**src/rtl/pipeline_sequencer_pkg.sv**
```systemverilog
// Shared pipeline definitions: FSM state encodings, HALT and decode opcodes.
// Used by the pipeline_sequencer top (optional macro PIPE_SEQ_STALL_CNT_EN).
package pipeline_pkg;

  localparam logic [5:0] HALT_OPCODE  = 6'h3f;
  localparam logic [5:0] OPC_BEQ      = 6'h04;
  localparam logic [5:0] OPC_BNE      = 6'h05;
  localparam logic [5:0] OPC_LW       = 6'h23;
  localparam int         DRAIN_CYCLES = 3;

  typedef enum logic [2:0] {
    ST_IDLE      = 3'd0,
    ST_RUN       = 3'd1,
    ST_STEP_WAIT = 3'd2,
    ST_STEP      = 3'd3,
    ST_DRAIN     = 3'd4,
    ST_HALTED    = 3'd5
  } state_e;

  function automatic logic is_branch_op(input logic [5:0] op);
    return (op == OPC_BEQ) || (op == OPC_BNE);
  endfunction

  function automatic logic is_load_op(input logic [5:0] op);
    return op == OPC_LW;
  endfunction

endpackage

```
**src/rtl/pipeline_sequencer_if.sv**
```systemverilog
// Control bundle between the pipeline/debug side (master) and the sequencer (slave).
// o_stall_count exists only when PIPE_SEQ_STALL_CNT_EN is defined.
interface pipeline_sequencer_if #(
  parameter int NB_OPCODE = 6,
  parameter int NB_REG    = 5,
  parameter int NB_CYCLES = 32
);
  logic                 i_start;
  logic                 i_step_mode;
  logic                 i_step;
  logic [NB_OPCODE-1:0] i_id_opcode;
  logic [NB_REG-1:0]    i_id_rs;
  logic [NB_REG-1:0]    i_id_rt;
  logic                 i_ex_mem_read;
  logic [NB_REG-1:0]    i_ex_rt;
  logic                 i_ex_branch_taken;
  logic                 o_stage_en;
  logic                 o_pc_write;
  logic                 o_if_id_write;
  logic                 o_id_ex_bubble;
  logic                 o_if_id_flush;
  logic                 o_id_ex_flush;
  logic                 o_halted;
  logic [2:0]           o_state;
  logic [NB_CYCLES-1:0] o_cycle_count;
`ifdef PIPE_SEQ_STALL_CNT_EN
  logic [NB_CYCLES-1:0] o_stall_count;
`endif

  modport master (
    output i_start, i_step_mode, i_step, i_id_opcode, i_id_rs, i_id_rt,
           i_ex_mem_read, i_ex_rt, i_ex_branch_taken,
    input  o_stage_en, o_pc_write, o_if_id_write, o_id_ex_bubble,
           o_if_id_flush, o_id_ex_flush, o_halted, o_state, o_cycle_count
`ifdef PIPE_SEQ_STALL_CNT_EN
    , input o_stall_count
`endif
  );

  modport slave (
    input  i_start, i_step_mode, i_step, i_id_opcode, i_id_rs, i_id_rt,
           i_ex_mem_read, i_ex_rt, i_ex_branch_taken,
    output o_stage_en, o_pc_write, o_if_id_write, o_id_ex_bubble,
           o_if_id_flush, o_id_ex_flush, o_halted, o_state, o_cycle_count
`ifdef PIPE_SEQ_STALL_CNT_EN
    , output o_stall_count
`endif
  );

endinterface

```
**src/rtl/pipeline_sequencer_hazard_detect.sv**
```systemverilog
// Load-use hazard compare: a load in EX whose rt feeds the instruction in ID.
module hazard_detect #(
  parameter int NB_REG = 5
) (
  input  logic              ex_mem_read_i,
  input  logic [NB_REG-1:0] ex_rt_i,
  input  logic [NB_REG-1:0] id_rs_i,
  input  logic [NB_REG-1:0] id_rt_i,
  output logic              stall_o
);

  assign stall_o = ex_mem_read_i && (ex_rt_i != '0) &&
                   ((ex_rt_i == id_rs_i) || (ex_rt_i == id_rt_i));

endmodule

```
**src/rtl/pipeline_sequencer.sv**
```systemverilog
// Pipeline controller: run/step sequencing, load-use stall, branch flush, HALT drain.
// Optional stall counter enabled by PIPE_SEQ_STALL_CNT_EN.
module pipeline_sequencer #(
  parameter int                   NB_OPCODE    = 6,
  parameter int                   NB_REG       = 5,
  parameter int                   NB_CYCLES    = 32,
  parameter logic [NB_OPCODE-1:0] HALT_OPCODE  = pipeline_pkg::HALT_OPCODE,
  parameter int                   DRAIN_CYCLES = pipeline_pkg::DRAIN_CYCLES
) (
  input  logic                  i_clock,
  input  logic                  i_reset,
  pipeline_sequencer_if.slave   bus
);
  import pipeline_pkg::*;

  localparam int NB_DRAIN = (DRAIN_CYCLES > 1) ? $clog2(DRAIN_CYCLES) : 1;

  state_e               state_q, state_d;
  logic [NB_DRAIN-1:0]  drain_q, drain_d;
  logic [NB_CYCLES-1:0] cycle_q;
  logic                 stall_s, halt_s, branch_s;
  logic                 stage_en_s, pc_write_s, if_id_write_s, bubble_s;
  logic                 if_id_flush_s, id_ex_flush_s;

  hazard_detect #(.NB_REG(NB_REG)) u_hazard (
    .ex_mem_read_i (bus.i_ex_mem_read),
    .ex_rt_i       (bus.i_ex_rt),
    .id_rs_i       (bus.i_id_rs),
    .id_rt_i       (bus.i_id_rt),
    .stall_o       (stall_s)
  );

  assign branch_s = bus.i_ex_branch_taken;
  // A HALT sharing the cycle with a taken branch is on the squashed path.
  assign halt_s   = (bus.i_id_opcode == HALT_OPCODE) && !branch_s;

  // Next-state and pipeline control outputs.
  always_comb begin
    state_d       = state_q;
    drain_d       = drain_q;
    stage_en_s    = 1'b0;
    pc_write_s    = 1'b0;
    if_id_write_s = 1'b0;
    bubble_s      = 1'b0;
    if_id_flush_s = 1'b0;
    id_ex_flush_s = 1'b0;
    case (state_q)
      ST_IDLE: begin
        if (bus.i_start) begin
          state_d = bus.i_step_mode ? ST_STEP_WAIT : ST_RUN;
        end else begin
          state_d = ST_IDLE;
        end
      end
      ST_RUN, ST_STEP: begin
        stage_en_s    = 1'b1;
        pc_write_s    = branch_s || !stall_s;
        if_id_write_s = branch_s || !stall_s;
        bubble_s      = stall_s && !branch_s;
        if_id_flush_s = branch_s;
        id_ex_flush_s = branch_s;
        if (halt_s) begin
          state_d = ST_DRAIN;
          drain_d = NB_DRAIN'(DRAIN_CYCLES - 1);
        end else begin
          state_d = (state_q == ST_STEP) ? ST_STEP_WAIT : state_q;
        end
      end
      ST_STEP_WAIT: begin
        if (bus.i_step) begin
          state_d = ST_STEP;
        end else begin
          state_d = ST_STEP_WAIT;
        end
      end
      ST_DRAIN: begin
        stage_en_s    = 1'b1;
        bubble_s      = stall_s && !branch_s;
        if_id_flush_s = branch_s;
        id_ex_flush_s = branch_s;
        if (drain_q == '0) begin
          state_d = ST_HALTED;
        end else begin
          drain_d = drain_q - NB_DRAIN'(1);
        end
      end
      ST_HALTED: state_d = ST_HALTED;
      default:   state_d = ST_IDLE;
    endcase
  end

  // State, drain and cycle counter registers.
  always_ff @(posedge i_clock or posedge i_reset) begin
    if (i_reset) begin
      state_q <= ST_IDLE;
      drain_q <= '0;
      cycle_q <= '0;
    end else begin
      state_q <= state_d;
      drain_q <= drain_d;
      if (stage_en_s) begin
        cycle_q <= cycle_q + NB_CYCLES'(1);
      end
    end
  end

`ifdef PIPE_SEQ_STALL_CNT_EN
  logic [NB_CYCLES-1:0] stall_cnt_q;

  // Count enabled cycles that inserted a load-use bubble.
  always_ff @(posedge i_clock or posedge i_reset) begin
    if (i_reset) begin
      stall_cnt_q <= '0;
    end else if (stage_en_s && bubble_s) begin
      stall_cnt_q <= stall_cnt_q + NB_CYCLES'(1);
    end
  end

  assign bus.o_stall_count = stall_cnt_q;
`endif

  assign bus.o_stage_en     = stage_en_s;
  assign bus.o_pc_write     = pc_write_s;
  assign bus.o_if_id_write  = if_id_write_s;
  assign bus.o_id_ex_bubble = bubble_s;
  assign bus.o_if_id_flush  = if_id_flush_s;
  assign bus.o_id_ex_flush  = id_ex_flush_s;
  assign bus.o_halted       = (state_q == ST_HALTED);
  assign bus.o_state        = state_q;
  assign bus.o_cycle_count  = cycle_q;

endmodule
```
**src/flat_wrapper.sv**
```systemverilog
// flat-port wrapper written by rule: the top's interface ports become plain ports
module pipeline_sequencer_flat import pipeline_pkg::*;
#(
  parameter int                   NB_OPCODE    = 6,
  parameter int                   NB_REG       = 5,
  parameter int                   NB_CYCLES    = 32,
  parameter logic [NB_OPCODE-1:0] HALT_OPCODE  = pipeline_pkg::HALT_OPCODE,
  parameter int                   DRAIN_CYCLES = pipeline_pkg::DRAIN_CYCLES
)
  (i_clock, i_reset, bus_i_start, bus_i_step_mode, bus_i_step, bus_i_id_opcode, bus_i_id_rs, bus_i_id_rt, bus_i_ex_mem_read, bus_i_ex_rt, bus_i_ex_branch_taken, bus_o_stage_en, bus_o_pc_write, bus_o_if_id_write, bus_o_id_ex_bubble, bus_o_if_id_flush, bus_o_id_ex_flush, bus_o_halted, bus_o_state, bus_o_cycle_count);
  pipeline_sequencer_if #(.NB_OPCODE(NB_OPCODE), .NB_REG(NB_REG), .NB_CYCLES(NB_CYCLES)) bus_i ();
  input  logic i_clock;
  input  logic i_reset;
  input wire logic [$bits(bus_i.i_start)-1:0] bus_i_start;
  input wire logic [$bits(bus_i.i_step_mode)-1:0] bus_i_step_mode;
  input wire logic [$bits(bus_i.i_step)-1:0] bus_i_step;
  input wire logic [$bits(bus_i.i_id_opcode)-1:0] bus_i_id_opcode;
  input wire logic [$bits(bus_i.i_id_rs)-1:0] bus_i_id_rs;
  input wire logic [$bits(bus_i.i_id_rt)-1:0] bus_i_id_rt;
  input wire logic [$bits(bus_i.i_ex_mem_read)-1:0] bus_i_ex_mem_read;
  input wire logic [$bits(bus_i.i_ex_rt)-1:0] bus_i_ex_rt;
  input wire logic [$bits(bus_i.i_ex_branch_taken)-1:0] bus_i_ex_branch_taken;
  output wire logic [$bits(bus_i.o_stage_en)-1:0] bus_o_stage_en;
  output wire logic [$bits(bus_i.o_pc_write)-1:0] bus_o_pc_write;
  output wire logic [$bits(bus_i.o_if_id_write)-1:0] bus_o_if_id_write;
  output wire logic [$bits(bus_i.o_id_ex_bubble)-1:0] bus_o_id_ex_bubble;
  output wire logic [$bits(bus_i.o_if_id_flush)-1:0] bus_o_if_id_flush;
  output wire logic [$bits(bus_i.o_id_ex_flush)-1:0] bus_o_id_ex_flush;
  output wire logic [$bits(bus_i.o_halted)-1:0] bus_o_halted;
  output wire logic [$bits(bus_i.o_state)-1:0] bus_o_state;
  output wire logic [$bits(bus_i.o_cycle_count)-1:0] bus_o_cycle_count;
  assign bus_i.i_start = bus_i_start;
  assign bus_i.i_step_mode = bus_i_step_mode;
  assign bus_i.i_step = bus_i_step;
  assign bus_i.i_id_opcode = bus_i_id_opcode;
  assign bus_i.i_id_rs = bus_i_id_rs;
  assign bus_i.i_id_rt = bus_i_id_rt;
  assign bus_i.i_ex_mem_read = bus_i_ex_mem_read;
  assign bus_i.i_ex_rt = bus_i_ex_rt;
  assign bus_i.i_ex_branch_taken = bus_i_ex_branch_taken;
  assign bus_o_stage_en = bus_i.o_stage_en;
  assign bus_o_pc_write = bus_i.o_pc_write;
  assign bus_o_if_id_write = bus_i.o_if_id_write;
  assign bus_o_id_ex_bubble = bus_i.o_id_ex_bubble;
  assign bus_o_if_id_flush = bus_i.o_if_id_flush;
  assign bus_o_id_ex_flush = bus_i.o_id_ex_flush;
  assign bus_o_halted = bus_i.o_halted;
  assign bus_o_state = bus_i.o_state;
  assign bus_o_cycle_count = bus_i.o_cycle_count;
  pipeline_sequencer #(.NB_OPCODE(NB_OPCODE), .NB_REG(NB_REG), .NB_CYCLES(NB_CYCLES), .HALT_OPCODE(HALT_OPCODE), .DRAIN_CYCLES(DRAIN_CYCLES)) u_core (.i_clock(i_clock), .i_reset(i_reset), .bus(bus_i));
endmodule
```
**config.mk**
```make
export PLATFORM = sky130hd
export DESIGN_NAME = pipeline_sequencer_flat
export DESIGN_NICKNAME = d
export VERILOG_FILES = /design/src/rtl/pipeline_sequencer_pkg.sv /design/src/rtl/pipeline_sequencer_if.sv /design/src/rtl/pipeline_sequencer_hazard_detect.sv /design/src/rtl/pipeline_sequencer.sv /design/src/flat_wrapper.sv
export SDC_FILE = /design/constraint.sdc
export NUM_CORES = 1
export LEC_CHECK = 0
export ABC_AREA = 1
export BUFFER_PORTS_ARGS = -buffer_cell sky130_fd_sc_hd__clkbuf_2
export CAP_MARGIN = 20
export CORE_MARGIN = 1.5
export CORE_UTILIZATION = 54
export CTS_BUF_LIST = sky130_fd_sc_hd__clkbuf_4
export CTS_CLUSTER_DIAMETER = 30
export CTS_CLUSTER_SIZE = 20
export DETAILED_ROUTE_END_ITERATION = 16
export PLACE_DENSITY = 0.81
export SLEW_MARGIN = 0
export SYNTH_ARGS = -nofsm -noshare
export SYNTH_HDL_FRONTEND = slang
export SYNTH_SLANG_ARGS = --single-unit
```
**constraint.sdc**
```tcl
create_clock -name i_clock -period 2.4 [get_ports i_clock]
set_clock_uncertainty 0.15 [all_clocks]
set_input_delay 0.36 -clock i_clock [delete_from_list [all_inputs] [get_ports i_clock]]
set_output_delay 0.36 -clock i_clock [all_outputs]
set_load 0.03 [all_outputs]
```
Word level (Yosys, flattened, before mapping)
Cells that the tools add are included.
{"block": "word_totals", "ff_bits": 37, "word_cells": 47, "in_bits": 28, "out_inout_bits": 42}
{"block": "op_classes", "muxes": 14, "n_addsub": 2, "n_reduce_logical": 16, "n_eq_ne": 12}
{"op": "adder 32 x 1 -> 32 bit, second input constant", "n": 1}
{"op": "one-hot mux 3 bit (5 select lines)", "n": 1}
{"op": "two-way mux 3 bit", "n": 4}
{"op": "equality test 5 bit", "n": 2}
{"op": "equality test 3 x 2 -> 1 bit, second input constant", "n": 2}
{"op": "equality test 3 bit, second input constant", "n": 2}
{"op": "equality test 6 bit, second input constant", "n": 1}
{"op": "two-way mux 2 bit", "n": 3}
{"op": "two-way mux 1 bit", "n": 5}
{"op": "nonzero test 5 bit", "n": 1}
{"op": "logical AND 1 bit", "n": 4}
{"op": "inequality test 2 x 1 -> 1 bit, second input constant", "n": 2}
{"op": "one-hot mux 2 bit (2 select lines)", "n": 1}
{"op": "equality test 3 x 1 -> 1 bit, second input constant", "n": 1}
{"op": "logical NOT 3 bit", "n": 1}
{"op": "inequality test 3 x 1 -> 1 bit, second input constant", "n": 1}
{"op": "AND reduction 3 bit", "n": 1}
{"op": "OR reduction 3 bit", "n": 1}
{"op": "logical NOT 1 bit", "n": 2}
{"op": "logical NOT 2 bit", "n": 1}
{"op": "logical OR 1 bit", "n": 2}
{"op": "inequality test 2 bit, second input constant", "n": 1}
{"op": "AND reduction 2 bit", "n": 1}
{"op": "nonzero test 2 bit", "n": 1}
{"op": "2 further kinds", "n": 2}

Logic depth before layout (Yosys ltp)
{"block": "logic_depth", "word_depth": 6, "ltp_mapped": 9, "mapped_depth_nobuf": 8}

By module
Synthesis repeated with hierarchy kept, for this count alone.
{"block": "unflattened", "cells_unflattened": 314, "hier_area_um2": 2259.7}
{"mod": "pipeline_sequencer", "area_each_um2": 2064.5, "cells_per_inst": 269, "instances": 1, "seq_area_each_um2": 925.9}
{"mod": "hazard_detect", "area_each_um2": 195.2, "cells_per_inst": 45, "instances": 1, "seq_area_each_um2": 0.0}

Least setup slack after synthesis
No wires, ideal clock.
{"block": "synth_path", "path_type": "flip-flop to output port", "start": "register u_core.state_q[0], in the netlist u_core.bus.o_state[0]", "end": "output port bus_o_if_id_flush", "path_stages_with_launch": 7, "slack_ns": 0.236, "required_ns": 1.890, "path_buffers": 1, "t_arrival_ns": 1.654, "path_cell_list": "dfrtp_1 > nor2_2 > nand2_2 > nand2_4 > inv_4 > nor2_1 > buf_4"}
{"block": "synth_via", "elab_chain_len": 3, "elab_cells_between_ends": 5, "classes_between": "eq/ne: 3; mux: 1; reduce/logical: 1"}
{"item": "from (decl)", "line": "pipeline_sequencer.sv:18", "rtl": "state_e state_q, state_d;"}
{"item": "from (signal assigned)", "line": "pipeline_sequencer.sv:99", "rtl": "state_q <= state_d;"}
{"item": "equality test 3 x 1 -> 1 bit, or another cell as far along"}
{"item": "OR reduction 3 bit (no line) (*)"}
{"item": "two-way mux 1 bit (*)"}
{"item": "to (decl)", "line": "flat_wrapper.sv:27", "rtl": "output wire logic [$bits(bus_i.o_if_id_flush)-1:0] bus_o_if_id_flush;"}
Mark *: on every way between the ends. The rest lies on a longest branch, timed or not.

Worst setup path in the final report
{"block": "layout_path", "start": "register u_core.state_q[2], in the netlist u_core.bus.o_state[2]", "end": "output port bus_o_id_ex_flush"}
{"block": "layout_via", "elab_chain_len": 3, "elab_cells_between_ends": 5, "classes_between": "eq/ne: 3; mux: 1; reduce/logical: 1"}
{"item": "equality test 3 x 1 -> 1 bit, or another cell as far along", "line": "pipeline_sequencer.sv:47", "rtl": "case (state_q)"}
{"item": "OR reduction 3 bit (no line) (*)"}
{"item": "two-way mux 1 bit (*)", "line": "pipeline_sequencer.sv:47"}
{"item": "to (decl)", "line": "flat_wrapper.sv:28", "rtl": "output wire logic [$bits(bus_i.o_id_ex_flush)-1:0] bus_o_id_ex_flush;"}
Marked as above.

==> metrics.txt <==
Rows 24; H-tree Lvls 2; data arrival time of the critical path 1.69 ns; internal power 776 uW; Post-Syn Area 2410 um^2; cells after synthesis 344; CTS Sinks 37; Die ar. 4880 um^2; most numerous cell in the Yosys netlist nand2_1; initial antenna violation count 0; Syn Area/Cell 7.02 um^2; GRT Total Usage 0.235; maximum VDD drop 0.288 mV; worst-path cell chain inv_1, nand2_2, nand2_4, inv_4, nor2_1, clkbuf_2; Comb pwr share 0.070; Worst path slowest cell dfrtp_1; crit path capture type primary output; clk root buf clkbuf_4; crit-path max FO 17; number of buffers added on ports 69; Hold/Removal Path Class input pin to flip-flop; Req. time, crit path 1.89 ns; Sequential Power Share 0.610; sequential area share after synthesis 0.383; Cell variety after synth 29; most frequent cells after synthesis nand2_1, inv_1, nor2_1, dfrtp_1, nand3_1; Syn. warnings 0; Final Hold Viols 0; ant diodes 0; Routed Antenna Nets 0; syn nets 374; total clock buffers created by CTS 5; Yosys top cell by area dfrtp_1; met1 usage 0.291; Synth top area share 0.383; Post-synth EDFFs 0; die height 69.9 um; clk_lat worst skew 0.35 ns; DRT iter0 DRCs 88; Via Count 2314; layout cell share with drive strength beyond 1 0.229; Critical path buffers and inverters 3; Worst path max stage delay 0.43 ns; DP Area 2800 um^2; routability cong. 0.835; Avg WL per Cell 11.1 um; Sw Share 0.240; clk buf depth 2; largest net degree at the start of global routing 38; Worst Max-Slew Pin Slew 0.453 ns; synth top area cells dfrtp_1, nand2_1, inv_1; met2 global-route usage 0.395; startpoint type of the worst setup path flip-flop; vias per cell 4.91; Most Crowded Layer GR met2; P_leak 0.00156 uW; Setup TNS Final 0 ns; vias in the first global route 2114; FF+latch count, synth 37; overall die width 69.9 um; drt total wl 5210 um; drt pass-1 iters 4; nets 448; synth-to-layout area growth 18.4%; critical path type flip-flop to primary output; io pins 70; RSZ-0062 raised after global routing no; CP delay by family, top simple AND/OR/NAND/NOR gates; Tmin final 2.20 ns; first-pass GRT wire length 9260 um; design area 2860 um^2; Initial Util 0.558; GRT overflow 0; Synth async-reset ratio 1.00; status finished, final reports clean; final setup vio count 0; final period utilization 0.918; CTS tree built; met3 GRT Util 0.0635; clock share of power 0.321; DR DRC count 0; Top FF cell, synth dfrtp_1; Switch Pwr 246 uW; cell area power density 357 nW/um^2; relative slew slack 0.698; Max Cap Viol 0; Highest Clock Rate 454 MHz; Post-CTS Setup Inserts 0; Slew Limit Fails 0; Reg clk slew, reported paths 0.10 ns; Core Box Area 4320 um^2; hpwl dp 4120 um
-- worst register-to-register path, delay by kind of cell, from the launching register on --
| kind | cells | cell delay [ns] |
|---|---|---|
| flip-flops | 1 | 0.45 |
| XOR/XNOR | 1 | 0.14 |
| AND/OR/NAND/NOR | 5 | 0.71 |
| adder cells (fa/ha/maj) | 1 | 0.20 |
-- stage by stage --
stage	worst slack (ns)	util	instances	hold WS, ns	power, uW
2_1_floorplan	0.236	-	344	0.292	669
3_3_place_gp	0.584	0.646	462	0.303	704
3_5_place_dp	0.572	0.646	462	0.320	706
4_1_cts	0.171	0.661	471	0.0738	1030
5_1_grt	0.0685	0.661	471	0.0786	1090
6_report	0.197	0.661	471	0.0855	1020
-- power by group through the flow --
stage | logic [uW] | registers, uW | clock network (uW)
2_1_floorplan | 33.8 | 635 | 0
3_3_place_gp | 68.8 | 635 | 0
3_5_place_dp | 70.7 | 635 | 0
4_1_cts | 72.5 | 623 | 337
5_1_grt | 82.9 | 623 | 380
6_report | 71.2 | 623 | 328
-- path summary, 6_finish.rpt --
path	cells past startpoint	from	to	slack [ns]
setup reg to reg	7	u_core.bus.o_cycle_count[0]	u_core.bus.o_cycle_count[20]	0.66
max in group asynchronous	4	i_reset	u_core.bus.o_cycle_count[17]	1.29
setup / recovery	6	u_core.bus.o_state[2]	bus_o_id_ex_flush	0.20
hold / removal	2	bus_i_ex_branch_taken	u_core.bus.o_state[2]	0.09
hold reg to reg	2	u_core.drain_q[0]	u_core.drain_q[0]	0.36
min in group asynchronous	4	i_reset	u_core.bus.o_cycle_count[16]	0.49
-- cell usage in the layout, fill, tap and decap left out --
cell type	n
a21oi_1	5
buf_4	1
clkbuf_2	69
clkbuf_4	6
clkinv_2	2
dfrtp_1	37
dlygate4sd3_1	1
ha_1	2
inv_1	56
inv_2	1
inv_4	1
nand2_1	106
nand2_2	2
nand2_4	1
nand3_1	25
nand3_2	1
nand3_4	1
nand3b_1	3
nand4_1	15
nor2_1	46
nor2_2	7
nor2_4	1
nor2_8	1
nor3_1	1
nor3_2	1
o21ai_0	3
o21ai_1	1
o21bai_1	1
o41ai_1	1
xnor2_1	10
xor2_1	10
xor2_2	1
-- state kept, by name, indices dropped and copies added, names as in the netlist --
name / count
u_core.bus.o_cycle_count: 32
u_core.bus.o_state: 3
u_core.drain_q: 2
-- layer usage --
layer  routed length (um)  up-vias  share of wire
met5                    0        -              0
met4                   82        0          0.016
met3                  355       10          0.068
met2                 2470       71           0.47
met1                 2310     1021           0.44
li1                     -     1212              -
-- cells by family (layout without fill, tap and decap cells) --
logic type / Yosys count / count (layout) / share of synthesized area
flip-flops: 37 / 37 / 0.383
buffers and inverters: 62 / 137 / 0.107
adder cells (fa/ha/maj): 2 / 2 / 0.0104
AO/OA/AOI/OAI: 11 / 11 / 0.0254
AND/OR/NAND/NOR: 211 / 211 / 0.395
XOR/XNOR: 21 / 21 / 0.0793
-- repair_timing --
| action | 4_1_cts | 5_1_grt |
|---|---|---|
| endpoints found under the hold margin | 37 | 0 |
| hold buffers | 1 | 0 |
| gates resized for setup | 0 | 0 |
-- final cells by class --
cell class | count | area (um^2)
Sequential cell | 37 | 926
Clock inverter | 2 | 10.0
Multi-Input combinational cell | 245 | 1230
Timing Repair Buffer | 71 | 363
Inverter | 58 | 220
Tap cell | 52 | 65.1
Clock buffer | 6 | 45.0
Fill cell | 411 | 1460
Note: power is estimated with default switching activity, not from simulation.
